<file path="src/rtl/mul_share_ctrl.sv">
// mul_share_ctrl: shares one external multiplier between two requesters.
//
// A round-robin arbiter picks a requester in IDLE and acknowledges it in the
// same cycle it is sampled. Its operands are latched onto mul_a/mul_b, and
// mul_start is pulsed once. The controller then waits for mul_done and
// returns the product on res together with a vld pulse to the granted side.
//
// Ports
//   clk, rst_n              clock, asynchronous active-low reset
//   req0/req1               multiply requests, held high until ack
//   a0/b0, a1/b1            32-bit operands of each requester
//   ack0/ack1               operands latched (pulse, only while IDLE)
//   vld0/vld1               res/err valid for that requester (pulse)
//   res, err                product / timeout flag, held until next response
//   busy                    high in every state except IDLE
//   mul_start, mul_a/mul_b  start pulse and operands to the multiplier
//   mul_done, mul_p         completion pulse and product from the multiplier
//
// Optional build macro MUL_SHARE_TIMEOUT_EN:
//   - When defined, WAIT is abandoned after TIMEOUT idle cycles. The
//     response then returns res=0 and err=1.
//   - When not defined, err is tied low and no counter exists.
//
// state | meaning
// IDLE  | no grant outstanding; arbitrate and acknowledge a request
// ISSUE | pulse mul_start with the latched operands
// WAIT  | wait for mul_done (or timeout, if enabled)
// RESP  | pulse vld of the granted requester

`timescale 1ns/1ps

module mul_share_ctrl #(
    parameter int TIMEOUT = 40
) (
    input  logic        clk,
    input  logic        rst_n,
    input  logic        req0,
    input  logic        req1,
    input  logic [31:0] a0,
    input  logic [31:0] b0,
    input  logic [31:0] a1,
    input  logic [31:0] b1,
    output logic        ack0,
    output logic        ack1,
    output logic        vld0,
    output logic        vld1,
    output logic [63:0] res,
    output logic        err,
    output logic        busy,
    output logic        mul_start,
    output logic [31:0] mul_a,
    output logic [31:0] mul_b,
    input  logic        mul_done,
    input  logic [63:0] mul_p
);

    typedef enum logic [1:0] {IDLE, ISSUE, WAIT, RESP} state_t;

    state_t state, state_nxt;
    logic   last;       // requester served most recently
    logic   gnt;        // requester owning the current operation
    logic   pick;       // arbitration winner this cycle
    logic   take;       // a grant happens at the coming edge

`ifdef MUL_SHARE_TIMEOUT_EN
    localparam int CW = $clog2(TIMEOUT + 1);
    logic [CW-1:0] tmo_cnt;
    logic          tmo_hit;
    assign tmo_hit = (tmo_cnt == CW'(TIMEOUT));
`endif

    // With both requests pending, the side not served last wins.
    always_comb begin
        pick = 1'b0;
        if (req0 && req1)
            pick = ~last;
        else
            pick = req1;
        take = (state == IDLE) && (req0 || req1);
    end

    always_ff @(posedge clk or negedge rst_n) begin
        if (!rst_n)
            state <= IDLE;
        else
            state <= state_nxt;
    end

    always_comb begin
        state_nxt = state;
        case (state)
            IDLE:  if (req0 || req1) state_nxt = ISSUE;
            ISSUE: state_nxt = WAIT;
            WAIT: begin
                if (mul_done)
                    state_nxt = RESP;
`ifdef MUL_SHARE_TIMEOUT_EN
                else if (tmo_hit)
                    state_nxt = RESP;
`endif
            end
            RESP:  state_nxt = IDLE;
            default: state_nxt = IDLE;
        endcase
    end

    // Ack is a Mealy output of IDLE. It is gated by rst_n so that a request
    // held across reset is not acknowledged while reset is active.
    always_comb begin
        ack0      = 1'b0;
        ack1      = 1'b0;
        vld0      = 1'b0;
        vld1      = 1'b0;
        mul_start = 1'b0;
        busy      = (state != IDLE);
        if (take && rst_n) begin
            ack0 = ~pick;
            ack1 = pick;
        end
        if (state == ISSUE)
            mul_start = 1'b1;
        if (state == RESP) begin
            vld0 = ~gnt;
            vld1 = gnt;
        end
    end

    always_ff @(posedge clk or negedge rst_n) begin
        if (!rst_n) begin
            last    <= 1'b1;
            gnt     <= 1'b0;
            mul_a   <= '0;
            mul_b   <= '0;
            res     <= '0;
`ifdef MUL_SHARE_TIMEOUT_EN
            err     <= 1'b0;
            tmo_cnt <= '0;
`endif
        end else begin
            if (take) begin
                gnt   <= pick;
                last  <= pick;
                mul_a <= pick ? a1 : a0;
                mul_b <= pick ? b1 : b0;
            end
`ifdef MUL_SHARE_TIMEOUT_EN
            if (state == ISSUE)
                tmo_cnt <= '0;
            if (state == WAIT) begin
                if (mul_done) begin
                    res <= mul_p;
                    err <= 1'b0;
                end else if (tmo_hit) begin
                    res <= '0;
                    err <= 1'b1;
                end else begin
                    tmo_cnt <= tmo_cnt + 1'b1;
                end
            end
`else
            if (state == WAIT && mul_done)
                res <= mul_p;
`endif
        end
    end

`ifndef MUL_SHARE_TIMEOUT_EN
    assign err = 1'b0;
`endif

endmodule

</file>
<file path="config.mk">
export PLATFORM = sky130hd
export DESIGN_NAME = mul_share_ctrl
export DESIGN_NICKNAME = d
export VERILOG_FILES = /design/src/rtl/mul_share_ctrl.sv
export SDC_FILE = /design/constraint.sdc
export NUM_CORES = 1
export LEC_CHECK = 0
export CAP_MARGIN = 15
export CORE_AREA = 2 2 130 132
export CTS_BUF_LIST = sky130_fd_sc_hd__clkbuf_2
export CTS_CLUSTER_DIAMETER = 40
export DETAILED_ROUTE_END_ITERATION = 7
export DIE_AREA = 0 0 132 134
export GPL_TIMING_DRIVEN = 0
export HOLD_SLACK_MARGIN = 0.05
export PLACE_DENSITY = 0.7
export SLEW_MARGIN = 25
export SYNTH_ARGS = -nofsm -noshare
export SYNTH_HDL_FRONTEND = slang
export SYNTH_SLANG_ARGS = --single-unit
</file>
<file path="constraint.sdc">
create_clock -name clk -period 1.79 [get_ports clk]
set_input_delay 0.179 -clock clk [delete_from_list [all_inputs] [get_ports clk]]
set_output_delay 0.179 -clock clk [all_outputs]
set_load 0.01 [all_outputs]
</file>
==> results of run 1 <==
-- routing by layer --
layer | part of all wire, % | GRT usage (%) | vias up
met5 | 0 | 0 | -
met4 | 2.8 | 8.877 | 0
met3 | 7.3 | 8.050 | 53
met2 | 53 | 48.09 | 291
met1 | 37 | 28.45 | 2968
li1 | - | - | 2855
-- how the worst min path moves through the flow --
stage | slack [ns] | endpoint | from
after floorplan | -0.12 | gnt$_DFFE_PN0P_ | rst_n
after global placement | 0.49 | res[52]$_DFFE_PN0P_ | res[52]$_DFFE_PN0P_
after detailed placement | 0.15 | res[38]$_DFFE_PN0P_ | rst_n
after CTS | -0.46 | res[35]$_DFFE_PN0P_ | rst_n
after global routing | -0.45 | res[38]$_DFFE_PN0P_ | rst_n
final | -0.41 | res[38]$_DFFE_PN0P_ | rst_n
-- registers in the layout, indices dropped and copies added, names as in the netlist --
| register | flops |
|---|---|
| gnt | 1 |
| last | 1 |
| mul_a | 32 |
| mul_b | 32 |
| res | 64 |
| state | 2 |
-- cell usage in the layout, fill, tap and decap left out, drive strengths merged --
cell	count
a21oi	1
dlygate4sd2	128
clkinv	8
dlygate4sd3	189
ha	4
nor2	64
clkinvlp	4
o22ai	1
clkdlybuf4s50	195
nor2b	1
o32a	1
mux2	65
nand2	129
buf	58
o22a	1
a21boi	1
a21bo	1
and2	1
and3	2
o21a	1
a31oi	65
conb	1
dfstp	1
inv	8
clkbuf	22
dfrtp	131
-- repair_timing --
item                       4_1_cts  5_1_grt
setup endpoints to repair      257       89
pin swaps                        3        3
setup buffers                   10       11
hold endpoints to repair       253      126
resized for setup              171       36
hold buffers                   189        3
-- through the flow --
step	hold WS, ns	TNS (ns)	setup slack [ns]	utilization, %
3_3_place_gp	0.4860	-672.03	-5.022	55.90
5_1_grt	-0.4526	-1.642	-0.3896	70.07
4_1_cts	-0.4566	-1.058	-0.3204	68.91
3_5_place_dp	0.1456	-6.283	-0.5671	56.10
6_report	-0.4113	-0.9459	-0.2429	70.07
2_1_floorplan	-0.1166	0	0.2299	-
-- cells by family (layout without fill, tap and decap cells) --
family                     Yosys count  count (layout)
and+or+nand+nor                    197             197
DFF                                132             132
AOI/OAI and AO/OA                   72              72
muxes                               65              65
buffers and inverters               40             612
adders and majority gates            4               4
other                                1               1
-- where the power goes --
group	switching [W]	internal (W)	leakage [nW]
logic	0.00375	0.00404	3.40
clock network	0.00121	0.000367	0.116
registers	0.000847	0.00450	1.52
total	0.00581	0.00891	5.03
-- worst max-delay path: stages, from the launching register on --
cell and delay [ns]:
dfrtp_1 0.44, inv_2 0.09, ha_4 0.14, o21a_1 0.15, buf_6 0.11, and3_4 0.18
buf_6 0.10
-- final cells by class --
cell class,count,share of cell area (%)
clock inverters,15,0.9537
plain buffers,32,2.105
multi-input cells,339,18.11
repair buffers,543,46.54
well taps,220,2.412
inverters,5,0.1864
clock buffers,17,0.7455
flip-flops and latches,132,28.95
==> flow_summary_export.csv, run 1 <==
group,metric,value,unit
yosys,synth_top_family_by_area,"simple AND/OR/NAND/NOR gates",
yosys,syn_inst,511,
worst_setup_path,reg2reg_to,"res[24]$_DFFE_PN0P_",
worst_setup_path,arrival,1.85,ns
worst_setup_path,crit_end,"ack0",
layout,multi_input_area,2067,µm²
yosys,synthXorXnorAreaFrac,0,%
yosys,synth-simple-area-share,13.56,%
worst_setup_path,ff2ff_path_depth,7,
yosys,ys_ff_latch,132,
worst_setup_path,critPathLaunchType,"flip-flop",
placement,dp_hpwl,14320,µm
floorplan,num_rows,47,
timing,period_needed,2.033,ns
cts,tritoncts,"done",
pwr,finalPower,0.01472,W
cts,cts_buffer_depth,2,
timing,setup_violations,5,
worst_setup_path,r2r_slack,0.06,ns
cts,path_clk_slew,0.25,ns
timing,timing.fmax,0.4919,GHz
route,drtIter0Drc,366,
yosys,synthFlopType,"dfrtp_1",
yosys,yosys.area.top_type_share,59.30,%
floorplan,die-width,132,µm
cts,clock-sinks,132,
route,wl,23480,µm
floorplan,pin_count,332,
cts,root_buffer,"clkbuf_2",
yosys,yosysTopAreaCell,"dfrtp_1",
timing,setup_ws,-0.2429,ns
floorplan,core-area,16290,µm²
yosys,synthTopCellsByCount,"131 x dfrtp_1, 129 x nand2_1, 65 x a31oi_1, 64 x mux2_2, 64 x nor2_1",
layout,design_area,11410,µm²
timing,clock_skew,0.05433,ns
layout,nets,1271,
grt,gr-total-overflow,0,
hold_path,hold_path_class,"input pin to asynchronous set/reset pin",
yosys,synth_area,5528,µm²
timing,fin_hold_ws,-0.4113,ns
yosys,synth_area_leaders,"dfrtp_1 59%, mux2_2 13%, nand2_1 8.8%",
worst_setup_path,critPathLaunch,"state[0]$_DFFE_PN0P_",
route,drtPass1Iterations,6,
yosys,ys_seq_area_share,59.78,%
floorplan,start_util,33.94,%
layout,drive_gt1_share,15.70,%
timing,report.final.slew_viol_count,0,
yosys,syn-num-nets,712,
placement,placed_cell_area,9139,µm²
cts,insertion_delay,0.71,ns
yosys,yosys_warnings,0,
route,viasPerCell,4.733,
yosys,yosysMostFrequentCell,"dfrtp_1",
route,dr_total_vias,6167,
worst_setup_path,crit_type,"flip-flop to primary output",
grt,grt_pass1_wl,35860,µm
yosys,synth-adder-area-share,0.9054,%
timing,rsz0062_at_grt,"true",
cts,h-tree-depth,4,
placement,gpl.final_weighted_congestion,0.7685,
worst_setup_path,end_kind,"primary output",
yosys,syn_avg_cell_area,10.82,µm²
layout,n_fill_cell,1141,
run_status,violations,"hold timing, setup timing",
yosys,synth.mux.area_fraction,13.24,%
worst_setup_path,reg2reg_from,"state[1]$_DFFE_PN0P_",
pwr,powerDensity,1290,nW/µm²
route,postRouteAntennaNets,0,
yosys,synth_cell_type_count,24,
route,routedWlPerCell,18.02,µm
route,drc,0,
grt,grt_usage,26.10,%
pwr,vdd_drop_max,0.6577,mV
flow_run,max_cap_viol_count,0,
layout,syn2layout_area_growth,106.5,%
floorplan,die_h,134,µm
layout,instances_no_fill,1303,
grt,grt_max_degree,75,
grt,grt_antenna_before_repair,0,
cts,cts_buffers,17,
grt,grt_pass1_vias,6576,
floorplan,die_area,17690,µm²
pwr,leakagePower,5.030,nW
placement,io_buffers,330,
placement,dp_cells,1062,
worst_setup_path,crit_required,1.61,ns
yosys,synth-compound-area-share,8.352,%
yosys,synth_edf_count,0,
worst_setup_path,cp_max_fo,2,
timing,layout_worst_path_cycle_share,113.6,%
run_status,status,"complete, but fails checks",
timing,finalHoldViolations,68,
layout,diodes,0,
layout,seq_area,3304,µm²
yosys,async_reset_ff_share,100.0,%
No activity file was read; power rests on OpenSTA's default activity.
==> run 2, diff against run 1 <==
HOLD_SLACK_MARGIN = default   (was 0.05)
==> flow_summary_export.csv, run 2 (synthesized netlist as in run 1, its figures left out) <==
group,metric,value,unit
timing,setup_violations,5,
grt,grt_pass1_wl,33510,µm
grt,grt_max_degree,75,
floorplan,die-width,132,µm
cts,h-tree-depth,4,
cts,path_clk_slew,0.25,ns
cts,clock-sinks,132,
worst_setup_path,reg2reg_to,"res[2]$_DFFE_PN0P_",
worst_setup_path,critPathLaunchType,"flip-flop",
worst_setup_path,r2r_slack,0.07,ns
pwr,powerDensity,1321,nW/µm²
layout,top_register,"res",
layout,final_cell_mix,"195 x clkdlybuf4s50_1, 145 x dlygate4sd3_1, 131 x dfrtp_1",
cts,cts_buffer_depth,2,
hold_path,hold_path_class,"input pin to asynchronous set/reset pin",
layout,drive_gt1_share,16.36,%
route,routedWlPerCell,17.58,µm
route,drtPass1Iterations,5,
grt,grt_antenna_before_repair,1,
pwr,internal-power,0.008844,W
worst_setup_path,reg2reg_from,"state[1]$_DFFE_PN0P_",
cts,root_buffer,"clkbuf_2",
route,dr_total_vias,5982,
layout,nets,1227,
worst_setup_path,cp_max_fo,2,
timing,finalHoldViolations,106,
pwr,power.switching,0.005651,W
placement,io_buffers,330,
layout,syn2layout_area_growth,98.51,%
timing,setup_ws,-0.2494,ns
placement,gpl.final_weighted_congestion,0.7685,
worst_setup_path,ff2ff_path_depth,7,
pwr,switching_share,38.99,%
pwr,vdd_drop_max,0.6503,mV
worst_setup_path,end_kind,"primary output",
worst_setup_path,slowest_stage,"dfrtp_1",
route,drtIter0Drc,246,
timing,report.final.slew_viol_count,0,
floorplan,core-area,16290,µm²
floorplan,num_rows,47,
pwr,leakagePower,4.846,nW
route,drc,0,
worst_setup_path,crit_required,1.61,ns
floorplan,die_h,134,µm
floorplan,pin_count,332,
timing,rsz0062_at_grt,"true",
route,viasPerCell,4.751,
timing,timing.fmax,0.4903,GHz
placement,dpl_worst_slack,-0.5671,ns
timing,layout_worst_path_cycle_share,113.9,%
worst_setup_path,path_cells,"inv_2, ha_4, o21a_1, buf_6, and3_4, buf_6",
run_status,status,"complete, but fails checks",
layout,layout_commonest_cell,"clkdlybuf4s50_1",
grt,grt_pass1_vias,6164,
grt,grt_usage,24.51,%
pwr,pwr-share-clk,10.8,%
cts,insertion_delay,0.73,ns
worst_setup_path,timing.critical_path.mode_cell,"buf_6",
worst_setup_path,crit_end,"ack0",
timing,max-slew-margin-rel,42.40,%
cts,cts_buffers,17,
layout,diodes,0,
run_status,violations,"hold timing, setup timing",
worst_setup_path,arrival,1.86,ns
worst_setup_path,crit_type,"flip-flop to primary output",
layout,largest_reg_flops,64,
pwr,seq_power_share,36.6,%
worst_setup_path,cpPeakStageDelay,0.43,ns
floorplan,die_area,17690,µm²
cts,tritoncts,"done",
grt,gr-total-overflow,0,
timing,fin_hold_ws,-0.4280,ns
pwr,combPwrFrac,52.6,%
placement,dp_hpwl,14320,µm
floorplan,start_util,33.94,%
timing,period_needed,2.039,ns
worst_setup_path,critPathLaunch,"state[0]$_DFFE_PN0P_",
timing,worst_pin_slew,0.8612,ns
timing,tns,-0.9818,ns
route,wl,22130,µm
timing,clock_skew,0.05456,ns
route,postRouteAntennaNets,0,
flow_run,max_cap_viol_count,0,
layout,top_regs,"res x64, mul_a x32, mul_b x32",
[run 2: changes by cell type in the layout (fill, tap and decap cells not counted)]
cell	change
dlygate4sd3_1	-44
[run 2: worst max-delay path, delay by kind of cell, from the launching register on]
kind / cells / cell delay [ns]
buffers and inverters: 3 / 0.29
flip-flops: 1 / 0.43
adder cells (fa/ha/maj): 1 / 0.14
AND/OR/NAND/NOR: 1 / 0.17
AO/OA/AOI/OAI: 1 / 0.15
[run 2: power by group through the flow]
| stage | Sequential (W) | Combinational (W) | Clock, W |
|---|---|---|---|
| floorplan | 0.00602 | 0.00267 | 0 |
| global placement | 0.00533 | 0.00768 | 0 |
| detailed placement | 0.00540 | 0.00777 | 0 |
| CTS | 0.00525 | 0.00722 | 0.00163 |
| global route | 0.00548 | 0.00821 | 0.00177 |
| finish | 0.00530 | 0.00762 | 0.00157 |
[run 2: stage by stage]
stage	instance area (µm²)	utilization [%]	total power (W)	hold WS, ns	instances
after global routing	10970	67.36	0.01545	-0.4681	1259
after CTS	10730	65.84	0.01411	-0.4566	1241
after detailed placement	9139	56.10	0.01316	0.1456	1062
after global placement	9106	55.90	0.01301	0.4860	1061
final	10970	67.36	0.01449	-0.4280	1259
after floorplan	5528	-	0.008683	-0.1166	511
[run 2: per-layer routing]
metal	global-route usage (%)	part of all wire (%)
met5	0	0.054
met1	26.61	37
met3	8.466	7.9
met2	44.53	53
met4	8.514	2.6
[run 2: area by class of cell]
class,instances,area [µm²]
multi-input combinational,339,2067
fill,1232,5316
timing repair buffer,499,4871
tap,220,275.3
clock inverter,15,108.9
buffer,32,240.2
inverter,5,21.27
clock buffer,17,85.08
sequential,132,3304
[run 2: worst min path at each step]
stage / from / to / slack (ns) / cells after the start
floorplan: rst_n / gnt$_DFFE_PN0P_ / -0.12 / 0
global placement: res[52]$_DFFE_PN0P_ / res[52]$_DFFE_PN0P_ / 0.49 / 1
detailed placement: rst_n / res[38]$_DFFE_PN0P_ / 0.15 / 1
CTS: rst_n / res[35]$_DFFE_PN0P_ / -0.46 / 4
global route: rst_n / res[38]$_DFFE_PN0P_ / -0.47 / 4
finish: rst_n / res[38]$_DFFE_PN0P_ / -0.43 / 4
[run 2: timing repair]
item | CTS | global route
endpoints found under the hold margin | 207 | 83
resized for setup | 171 | 37
setup endpoints to repair | 257 | 91
pin swaps | 3 | 3
setup buffers | 10 | 11
hold buffers | 139 | 9
==> run 3, diff against run 2 <==
CTS_CLUSTER_DIAMETER = default   (was 40)
PLACE_DENSITY = 0.79   (was 0.7)
==> flow_summary_export.csv, run 3 (synthesized netlist as in run 1, its figures left out) <==
group,metric,value,unit
layout,top_register,"res",
worst_setup_path,slowest_stage,"dfstp_2",
layout,final_cell_mix,"195 x clkdlybuf4s50_1, 147 x dlygate4sd3_1, 131 x dfrtp_1",
timing,layout_worst_path_cycle_share,114.8,%
timing,finalHoldViolations,103,
grt,grt_pass1_vias,6546,
worst_setup_path,end_kind,"primary output",
floorplan,die_area,17690,µm²
route,dr_total_vias,6125,
timing,setup_violations,7,
cts,cts_buffer_depth,2,
timing,rsz0062_at_grt,"true",
grt,grt_max_degree,77,
route,drtPass1Iterations,5,
grt,gr-total-overflow,0,
worst_setup_path,path_cells,"buf_6, a21bo_4, buf_12, and3_4, buf_6",
cts,root_buffer,"clkbuf_2",
worst_setup_path,ff2ff_path_depth,9,
placement,io_buffers,330,
timing,report.final.slew_viol_count,0,
worst_setup_path,critPathLaunchType,"flip-flop",
pwr,internal-power,0.009665,W
timing,timing.fmax,0.4865,GHz
floorplan,num_rows,47,
worst_setup_path,reg2reg_from,"state[1]$_DFFE_PN0P_",
layout,largest_reg_flops,64,
route,drtIter0Drc,263,
timing,fin_hold_ws,-0.3894,ns
pwr,powerDensity,1385,nW/µm²
worst_setup_path,reg2reg_to,"state[1]$_DFFE_PN0P_",
route,postRouteAntennaNets,0,
cts,tritoncts,"done",
layout,syn2layout_area_growth,102.2,%
pwr,pwr-share-clk,15.0,%
pwr,combPwrFrac,50.8,%
route,routedWlPerCell,18.08,µm
worst_setup_path,crit_type,"flip-flop to primary output",
placement,gpl.final_weighted_congestion,0.8288,
worst_setup_path,cp_max_fo,3,
worst_setup_path,cpPeakStageDelay,0.59,ns
timing,setup_ws,-0.2655,ns
pwr,vdd_drop_max,0.6560,mV
pwr,finalPower,0.01548,W
worst_setup_path,arrival,1.88,ns
worst_setup_path,crit_required,1.61,ns
cts,path_clk_slew,0.22,ns
flow_run,max_cap_viol_count,0,
pwr,seq_power_share,34.2,%
hold_path,hold_path_class,"input pin to asynchronous set/reset pin",
floorplan,start_util,33.94,%
placement,dp_hpwl,14100,µm
cts,cts_buffers,17,
grt,grt_pass1_wl,35320,µm
worst_setup_path,timing.critical_path.mode_cell,"buf_6",
pwr,switching_share,37.54,%
timing,period_needed,2.056,ns
cts,clock-sinks,132,
grt,grt_antenna_before_repair,1,
worst_setup_path,r2r_slack,-0.09,ns
pwr,leakagePower,4.952,nW
grt,grt_usage,25.73,%
route,viasPerCell,4.846,
route,drc,0,
layout,top_regs,"res x64, mul_a x32, mul_b x32",
run_status,status,"complete, but fails checks",
cts,h-tree-depth,4,
floorplan,pin_count,332,
timing,clock_skew,0.02382,ns
layout,nets,1232,
run_status,violations,"hold timing, setup timing",
floorplan,die_h,134,µm
floorplan,core-area,16290,µm²
route,wl,22860,µm
pwr,power.switching,0.005810,W
layout,drive_gt1_share,16.78,%
floorplan,die-width,132,µm
cts,insertion_delay,0.68,ns
layout,layout_commonest_cell,"clkdlybuf4s50_1",
run 3: changes by cell type in the layout (fill, tap and decap cells not counted), sizes merged:
cell / previous run / this run
buf: 58 / 62
bufinv: 0 / 5
clkbuf: 22 / 21
clkinv: 8 / 5
clkinvlp: 4 / 1
diode: 0 / 1
dlygate4sd3: 145 / 147
run 3: cell type report:
class	count	area, µm²
well taps	220	275.3
multi-input cells	339	2088
plain buffers	32	247.7
flip-flops and latches	132	3304
clock buffers	17	85.08
repair buffers	504	4926
inverters	5	21.27
diodes	1	2.502
clock inverters	14	226.5
fillers	1117	5112
run 3: worst max-delay path by stage:
stage | from | depth (start not counted) | end
after detailed placement | req0 | 6 | ack0
after global routing | state[1]$_DFFE_PN0P_ | 6 | ack0
after CTS | last$_DFFE_PN1P_ | 5 | ack0
after floorplan | state[0]$_DFFE_PN0P_ | 5 | state[1]$_DFFE_PN0P_
after global placement | rst_n | 1 | res[31]$_DFFE_PN0P_
final | last$_DFFE_PN1P_ | 5 | ack0
run 3: metal layers:
| metal | part of all wire [%] | track usage, % |
|---|---|---|
| met5 | 0 | 0 |
| met4 | 3.3 | 10.27 |
| met3 | 8.3 | 9.486 |
| met2 | 52 | 46.04 |
| met1 | 37 | 27.60 |
run 3: power groups by stage:
stage	logic (W)	clock network, W	registers [W]
6_report	0.00786	0.00232	0.00529
5_1_grt	0.00843	0.00247	0.00546
4_1_cts	0.00749	0.00235	0.00521
3_5_place_dp	0.00778	0	0.00537
3_3_place_gp	0.00766	0	0.00530
2_1_floorplan	0.00267	0	0.00602
run 3: worst max-delay path: cells and delay by family, from the launching register on:
family                 cells  cell delay (ns)
buffers and inverters      3             0.30
AND/OR/NAND/NOR            1             0.17
flip-flops                 1             0.59
AO/OA/AOI/OAI              1             0.13
run 3: timing repair:
action,in CTS,in global routing
hold endpoints to repair,219,104
buffers inserted,18,6
cloned,0,0
hold buffers,149,1
resized for setup,182,34
pin swaps,3,4
endpoints found under the setup margin,259,76
run 3: through the flow:
step	utilization [%]	std cells	setup WS (ns)	setup TNS [ns]	instance area, µm²
finish	68.62	1264	-0.2655	-1.036	11180
global route	68.62	1264	-0.3876	-1.779	11180
CTS	67.78	1258	-0.3574	-1.194	11040
detailed placement	56.10	1062	-0.6051	-6.353	9139
global placement	55.90	1061	-4.850	-652.32	9106
floorplan	-	511	0.2299	0	5528
